===== src/rtl/sid_voice_mixer.sv =====
`default_nettype none
// ============================================================================
// Module      : sid_voice_mixer
// Description : Splits three SID voices plus the external input into a
//               saturated filter input and a bypass sum, one channel per clock.
// Revision    : 1.0 - initial release
// ============================================================================

module sid_voice_mixer #(
    parameter int MID = 2048
) (
    input  logic        clk,
    input  logic        reset,
    input  logic        sample_en,
    input  logic [11:0] voice1,
    input  logic [11:0] voice2,
    input  logic [11:0] voice3,
    input  logic [11:0] ext_in,
    input  logic [3:0]  filt,
    input  logic        voice3_off,
    output logic [11:0] filter_in,
    output logic [13:0] bypass,
    output logic        valid,
    output logic        busy
);

    localparam logic [12:0]        c_mid      = 13'(MID);
    localparam logic signed [13:0] c_clamp_hi = 14'sd2047;
    localparam logic signed [13:0] c_clamp_lo = -14'sd2048;

    typedef enum logic [1:0] {
        S_IDLE = 2'd0,
        S_ACC  = 2'd1,
        S_OUT  = 2'd2
    } state_t;

    state_t             r_state;
    state_t             w_state_nxt;
    logic               w_start;
    logic [1:0]         r_step;
    logic [3:0][11:0]   r_ch;
    logic [3:0]         r_filt;
    logic               r_v3off;
    logic signed [13:0] r_filt_acc;
    logic signed [13:0] r_byp_acc;

    logic [11:0]        w_ch;
    logic [12:0]        w_d;
    logic               w_to_filt;
    logic               w_muted;
    logic signed [13:0] w_operand;
    logic signed [13:0] w_sum;
    logic [11:0]        w_clamped;

    // Single shared adder: the routing bit of the current step selects
    // which accumulator is fed back as the second operand.
    always_comb begin
        w_ch      = r_ch[r_step];
        w_d       = {1'b0, w_ch} - c_mid;
        w_to_filt = r_filt[r_step];
        w_muted   = (r_step == 2'd2) && !w_to_filt && r_v3off;
        w_operand = w_to_filt ? r_filt_acc : r_byp_acc;
        w_sum     = w_operand + $signed({w_d[12], w_d});
        if (r_filt_acc > c_clamp_hi) begin
            w_clamped = 12'h7FF;
        end else if (r_filt_acc < c_clamp_lo) begin
            w_clamped = 12'h800;
        end else begin
            w_clamped = r_filt_acc[11:0];
        end
    end

    always_comb begin
        w_state_nxt = r_state;
        w_start     = 1'b0;
        case (r_state)
            S_IDLE: begin
                if (sample_en) begin
                    w_start     = 1'b1;
                    w_state_nxt = S_ACC;
                end
            end
            S_ACC: begin
                if (r_step == 2'd3) begin
                    w_state_nxt = S_OUT;
                end
            end
            S_OUT:   w_state_nxt = S_IDLE;
            default: w_state_nxt = S_IDLE;
        endcase
    end

    always_ff @(posedge clk) begin
        if (reset) begin
            r_state <= S_IDLE;
        end else begin
            r_state <= w_state_nxt;
        end
    end

    always_ff @(posedge clk) begin
        if (reset) begin
            r_step     <= 2'd0;
            r_ch       <= '0;
            r_filt     <= 4'd0;
            r_v3off    <= 1'b0;
            r_filt_acc <= 14'sd0;
            r_byp_acc  <= 14'sd0;
            filter_in  <= 12'd0;
            bypass     <= 14'd0;
            valid      <= 1'b0;
            busy       <= 1'b0;
        end else begin
            valid <= 1'b0;
            case (r_state)
                S_IDLE: begin
                    if (w_start) begin
                        r_ch       <= {ext_in, voice3, voice2, voice1};
                        r_filt     <= filt;
                        r_v3off    <= voice3_off;
                        r_step     <= 2'd0;
                        r_filt_acc <= 14'sd0;
                        r_byp_acc  <= 14'sd0;
                        busy       <= 1'b1;
                    end
                end
                S_ACC: begin
                    if (!w_muted) begin
                        if (w_to_filt) begin
                            r_filt_acc <= w_sum;
                        end else begin
                            r_byp_acc <= w_sum;
                        end
                    end
                    r_step <= r_step + 2'd1;
                end
                S_OUT: begin
                    filter_in <= w_clamped;
                    bypass    <= r_byp_acc;
                    valid     <= 1'b1;
                    busy      <= 1'b0;
                end
                default: busy <= 1'b0;
            endcase
        end
    end

endmodule

`default_nettype wire


===== config.mk =====
export PLATFORM = sky130hd
export DESIGN_NAME = sid_voice_mixer
export DESIGN_NICKNAME = d
export VERILOG_FILES = /design/src/rtl/sid_voice_mixer.sv
export SDC_FILE = /design/constraint.sdc
export NUM_CORES = 1
export LEC_CHECK = 0
export CORE_AREA = 2 2 98 100
export CTS_CLUSTER_SIZE = 14
export DETAILED_ROUTE_END_ITERATION = 6
export DIE_AREA = 0 0 100 102
export PLACE_DENSITY = 0.87
export SYNTH_ARGS = -nofsm -noshare
export SYNTH_HDL_FRONTEND = slang
export SYNTH_SLANG_ARGS = --single-unit

===== constraint.sdc =====
create_clock -name clk -period 11 [get_ports clk]
set_input_delay 2.2 -clock clk [delete_from_list [all_inputs] [get_ports clk]]
set_output_delay 2.2 -clock clk [all_outputs]
set_load 0.05 [all_outputs]

======== After elaboration in Yosys (flattened, before gate mapping) ========
Cells that the tools add are included.
W data, S select, Z words.
storage, ports and cells
  flip-flop bits (word level) ............. 113
  latch bits .............................. 0
  bits in writable memories ............... 0
  ROM bits ................................ 0
  input port bits ......................... 56
  logic and storage cells ................. 66
  memories ................................ 0
cells by class
  add/subtract/negate cells ............... 3
  $mul .................................... 0
  divide/modulo/power cells ............... 0
  magnitude comparators ................... 3
  equal/unequal tests ..................... 10
  shift operators ......................... 0
  mux-type cells .......................... 24
  bitwise gates (word level) .............. 1
  reductions and logical operators ........ 11
operators by type and width
  kind                      count
  $mux W14                  6
  $pmux W14 S2              2
  $mux W12                  3
  $bmux W12 S2              1
  $add A14 B13 Y14          1
  $gt A14 B12 Y1 const B    1
  $lt A14 B12 Y1 const B    1
  $sub A12 B12 Y13 const B  1
  $ne A2 B2 Y1 const B      6
  $pmux W2 S2               2
  $reduce_and A2 Y1         4
  $reduce_and A4 Y1         2
  $eq A2 B2 Y1 const B      3
  $mux W2                   3
  $mux W1                   5
  $lt A2 B3 Y1 const B      1
  $add A2 B1 Y2 const B     1
  $bmux W1 S2               1
  $eq A2 B1 Y1 const B      1
  $logic_and A1 B1 Y1       2
  $logic_not A2 Y1          1
  $pmux W1 S2               1
  $reduce_bool A2 Y1        1
  $logic_not A1 Y1          1
  $not A1 Y1                1

======== Longest topological paths before layout ========
  depth after elaboration ................. 7
  mapped depth ............................ 14
  gate-level depth less buffers ........... 12

======== Least setup slack after synthesis ========
Ideal clock, no wire load.
  path kind ............................... flip-flop to flip-flop
  from .................................... reg r_step[1]
  to ...................................... reg r_byp_acc[10]
  data arrival time ....................... 3.365 ns
  path slack .............................. 7.518 ns
  stages on the path, launching flop included .. 14
  path buffers ............................ 2
  clock period less this slack ............ 3.482 ns
  cells stage by stage .................... dfxtp_1 > clkbuf_1 > mux2i_4 > clkbuf_1 > mux2_2 > ha_1 > inv_1 > fa_1 > nor2b_1 > o21a_1 > o21a_1 > o2111a_1 > or3_1 > a32o_1
on the way
  word-level cells in the longest chain between the ends .. 7
ends and longest elaborated chain
  what                                                              RTL line  RTL
  start: declaration                                                40        logic [1:0] r_step;
  start signal: assignment                                          135       r_step <= r_step + 2'd1;
  $bmux W12 S2 / $bmux W1 S2 (equally long branches)                58, 60
  $mux W12 (implied by the code) / $mux W1 (equally long branches)  58, 60
  $sub A12 B12 Y13, or another cell as far along                    59        w_d = {1'b0, w_ch} - c_mid;
  $add A14 B13 Y14 / $logic_and A1 B1 Y1 (equally long branches)    63, 61
  $mux W14 / $logic_and A1 B1 Y1 (equally long branches)            129, 61
  $mux W14 / $ne A2 B2 Y1 (equally long branches)                   -
  $pmux W14 S2 / $reduce_and A4 Y1 (equally long branches)          -
  end signal: assignment                                            132       r_byp_acc <= w_sum;
  end: declaration                                                  45        logic signed [13:0] r_byp_acc;
Parallel ways exist; a longest one is shown, timed or not. The select of a mux whose other input is x is not followed.
A chain may end at the register's enable or synchronous reset.

======== Worst setup path after layout ========
  from .................................... reg r_step[0]
  to ...................................... reg r_byp_acc[12]
The elaborated chain is that of the path after synthesis.

==> reports/results.txt <==
RR Endpoint - r_byp_acc[12]
GP Congestion - 0.9588
min-delay src - filter_in[4]
PostCTS Resize Cnt - 0
Post-Syn Nets - 680
crit end category - flop
GR peak layer - met2
largest net degree at the start of global routing - 112
Ant. Diodes - 0
Design Power - 0.001067 W
DP HPWL - 8.056 mm
#FFs+latches synth - 113
layout cells sized above 1 - 10.29%
ANT nets after route - 0
I/O pin count - 84
CP Max Fanout - 18
count of final setup violators - 0
clock sink count - 113
LEAKAGE - 2.469 nW
commonest cells in the synthesized netlist - nand2_1, dfxtp_1, a21oi_1
met2 usage - 44.02%
Yosys top cell by area - dfxtp_1
die area - 10200 um2
Final Skew - 0.005622 ns
Post-CTS Setup Repair Bufs - 0
Final min period - 4.152 ns
RSZ-0062 raised after global routing - false
fin nets - 749
r2r setup slk - 6.85 ns
met3 GRT Util - 5.814%
maxcap violations - 0
WL final - 12.09 mm
clock root buffer - clkbuf_8
Overflow after GRT - 0
CTS tree - yes
Slew @ Worst Pin - 1.096 ns
CP Data Required Time - 11.41 ns
TritonRoute pass-1 iters - 5
Yosys warning count - 0
H-tree levels - 4
setup slack after layout - 6.848 ns
GRT Total Usage - 25.12%
share of total power in sequential cells - 41.0%
relative slew slack - 26.96%
Hold Path End - filter_in[4]
Clock power frac - 48.7%
TritonCTS buffer count - 17
Layout area overhead - 27.40%
cell count after synthesis - 608
Main synth FF type - dfxtp_1
Sw Share - 25.05%
max-slew violations - 0
CP Class - flop to flop
Routed wire per std cell - 15.09 um
Hold-fix buffers, CTS - 0
Startpoint Class - flop
Fin Hold WS - 0.4456 ns
asr flop ratio synth - 0%
Sum Neg Setup Slack - 0 ns
effective utilization at floorplan - 56.91%
Seq/Total Area, Yosys - 43.64%
outcome - finished, final reports clean
Mapped Avg Cell Area - 8.526 um2
Max IR drop VDD - 0.1133 mV
Final Hold Viols - 0
hold path depth - 2
Rows - 35
count of cell types in the netlist - 59
post-route cell area - 6604 um2
Tcrit/Tclk final - 37.74%
core footprint - 9109 um2
crit path DAT - 4.56 ns
antenna violations before repair - 0
reg2reg path depth - 12
FMAX - 240.9 MHz
grt met1 use - 30.23%
Via Count - 4669
EDFF count, synth - 0
vias in the first global route - 4485
Detailed Route Iter0 Violations - 333
design internal power - 0.0007998 W
top cells by area, synth - dfxtp_1, nand2_1, a21oi_1, mux4_2, ha_1
mapped cell area - 5184 um2
DRC - 0
first-pass GRT wire length - 20.57 mm
IO Port Bufs - 83
clk slew on worst S/H paths - 0.06 ns
combinational share of power - 10.3%
placed cell areas - 6030 um2
top-count cell post-synth - nand2_1
pre-CTS WS - 6.828 ns
top cell type's share of synthesized area - 43.64%
die width - 100 um
worst r2r src - r_step[0]
min-delay worst type - flop to flop
die height - 102 um
vias per cell - 5.829
Switch Pwr - 0.0002674 W
clock latency on the worst-skew pair - 0.52 ns
Pwr per Cell Area - 161.6 nW/um2
fill count - 673
worst-case clock buffer depth - 2
[worst max-delay path: stages (launching register included)]
cell      delay, ns
dfxtp_1        1.01
mux2i_2        0.19
mux2i_4        0.54
mux2_2         0.41
ha_1           0.19
inv_1          0.07
fa_1           0.19
nor2b_1        0.07
o21a_1         0.21
o21ai_0        0.32
a211oi_1       0.18
or3_1          0.40
a32o_1         0.26
[per-stage QoR]
| stage | utilization [%] | std cells |
|---|---|---|
| 2_1_floorplan | - | 608 |
| 3_3_place_gp | 66.20 | 769 |
| 3_5_place_dp | 66.20 | 769 |
| 4_1_cts | 72.50 | 801 |
| 5_1_grt | 72.50 | 801 |
| 6_report | 72.50 | 801 |
[cell families (layout without fill, tap and decap cells)]
| logic type | count (synthesis) | in the layout | synth area share (%) |
|---|---|---|---|
| simple gates | 239 | 239 | 20.44 |
| compound gates | 157 | 157 | 17.43 |
| flops | 113 | 113 | 43.64 |
| buf+inv | 45 | 127 | 3.427 |
| mux | 31 | 31 | 9.872 |
| fa+ha+maj | 16 | 16 | 4.007 |
| xor+xnor | 7 | 7 | 1.183 |
[how the worst max path moves through the flow]
| stage | startpoint | end | depth (start not counted) |
|---|---|---|---|
| 4_1_cts | r_step[0] | r_filt_acc[10] | 12 |
| 6_report | r_step[0] | r_byp_acc[12] | 12 |
| 3_3_place_gp | sample_en | r_filt_acc[5] | 6 |
| 2_1_floorplan | r_step[1] | r_byp_acc[10] | 13 |
| 3_5_place_dp | sample_en | r_byp_acc[8] | 6 |
| 5_1_grt | r_step[0] | r_filt_acc[7] | 10 |
[power by group through the flow]
stage | Combinational [W] | Sequential [W] | Clock (W)
after floorplan | 0.0000760 | 0.000441 | 0
after global placement | 0.000105 | 0.000445 | 0
after detailed placement | 0.000108 | 0.000446 | 0
after CTS | 0.000109 | 0.000437 | 0.000524
after global routing | 0.000120 | 0.000440 | 0.000543
final | 0.000110 | 0.000438 | 0.000519
[sequential cells by signal, indices dropped and copies added (netlist names)]
register	count
busy	1
bypass	14
filter_in	12
r_byp_acc	14
r_ch	48
r_filt	4
r_filt_acc	14
r_state	2
r_step	2
r_v3off	1
valid	1
[area by class of cell]
type | instances | area, um2 | share of cell area, %
well taps | 111 | 138.9 | 2.103
inverters | 9 | 33.78 | 0.5116
flip-flops and latches | 113 | 2262 | 34.26
clock buffers | 17 | 414.1 | 6.271
repair buffers | 86 | 850.8 | 12.88
multi-input cells | 450 | 2744 | 41.55
clock inverters | 15 | 160.2 | 2.425
[cell usage in the layout (no fill, tap or decap), types with 3 or more instances in the layout]
master / synthesis / layout
nand2_1: 176 / 176
dfxtp_1: 113 / 113
a21oi_1: 98 / 98
clkdlybuf4s50_1: 0 / 82
o21ai_0: 21 / 21
nor2_1: 19 / 19
clkbuf_16: 0 / 16
ha_1: 15 / 15
mux2_2: 12 / 12
mux4_2: 9 / 9
inv_1: 9 / 9
a21o_1: 6 / 6
nor3_1: 6 / 6
clkinv_4: 0 / 6
or3_1: 5 / 5
nor2b_1: 4 / 4
o21a_1: 4 / 4
xnor2_1: 4 / 4
nand3_1: 4 / 4
a31oi_1: 4 / 4
a22o_1: 4 / 4
a32o_1: 4 / 4
buf_4: 0 / 4
mux4_1: 3 / 3
o21ai_1: 3 / 3
o211ai_1: 3 / 3
nor3b_1: 3 / 3
xor2_1: 3 / 3
mux2i_1: 3 / 3
nor3_2: 3 / 3
clkinv_2: 0 / 3
[layer usage]
layer	share of wire (%)	vias to the layer above
li1	-	2256
met1	42	2138
met2	48	239
met3	7.4	36
met4	2.6	0
met5	0	-
Power figures use the tool's default switching activity.
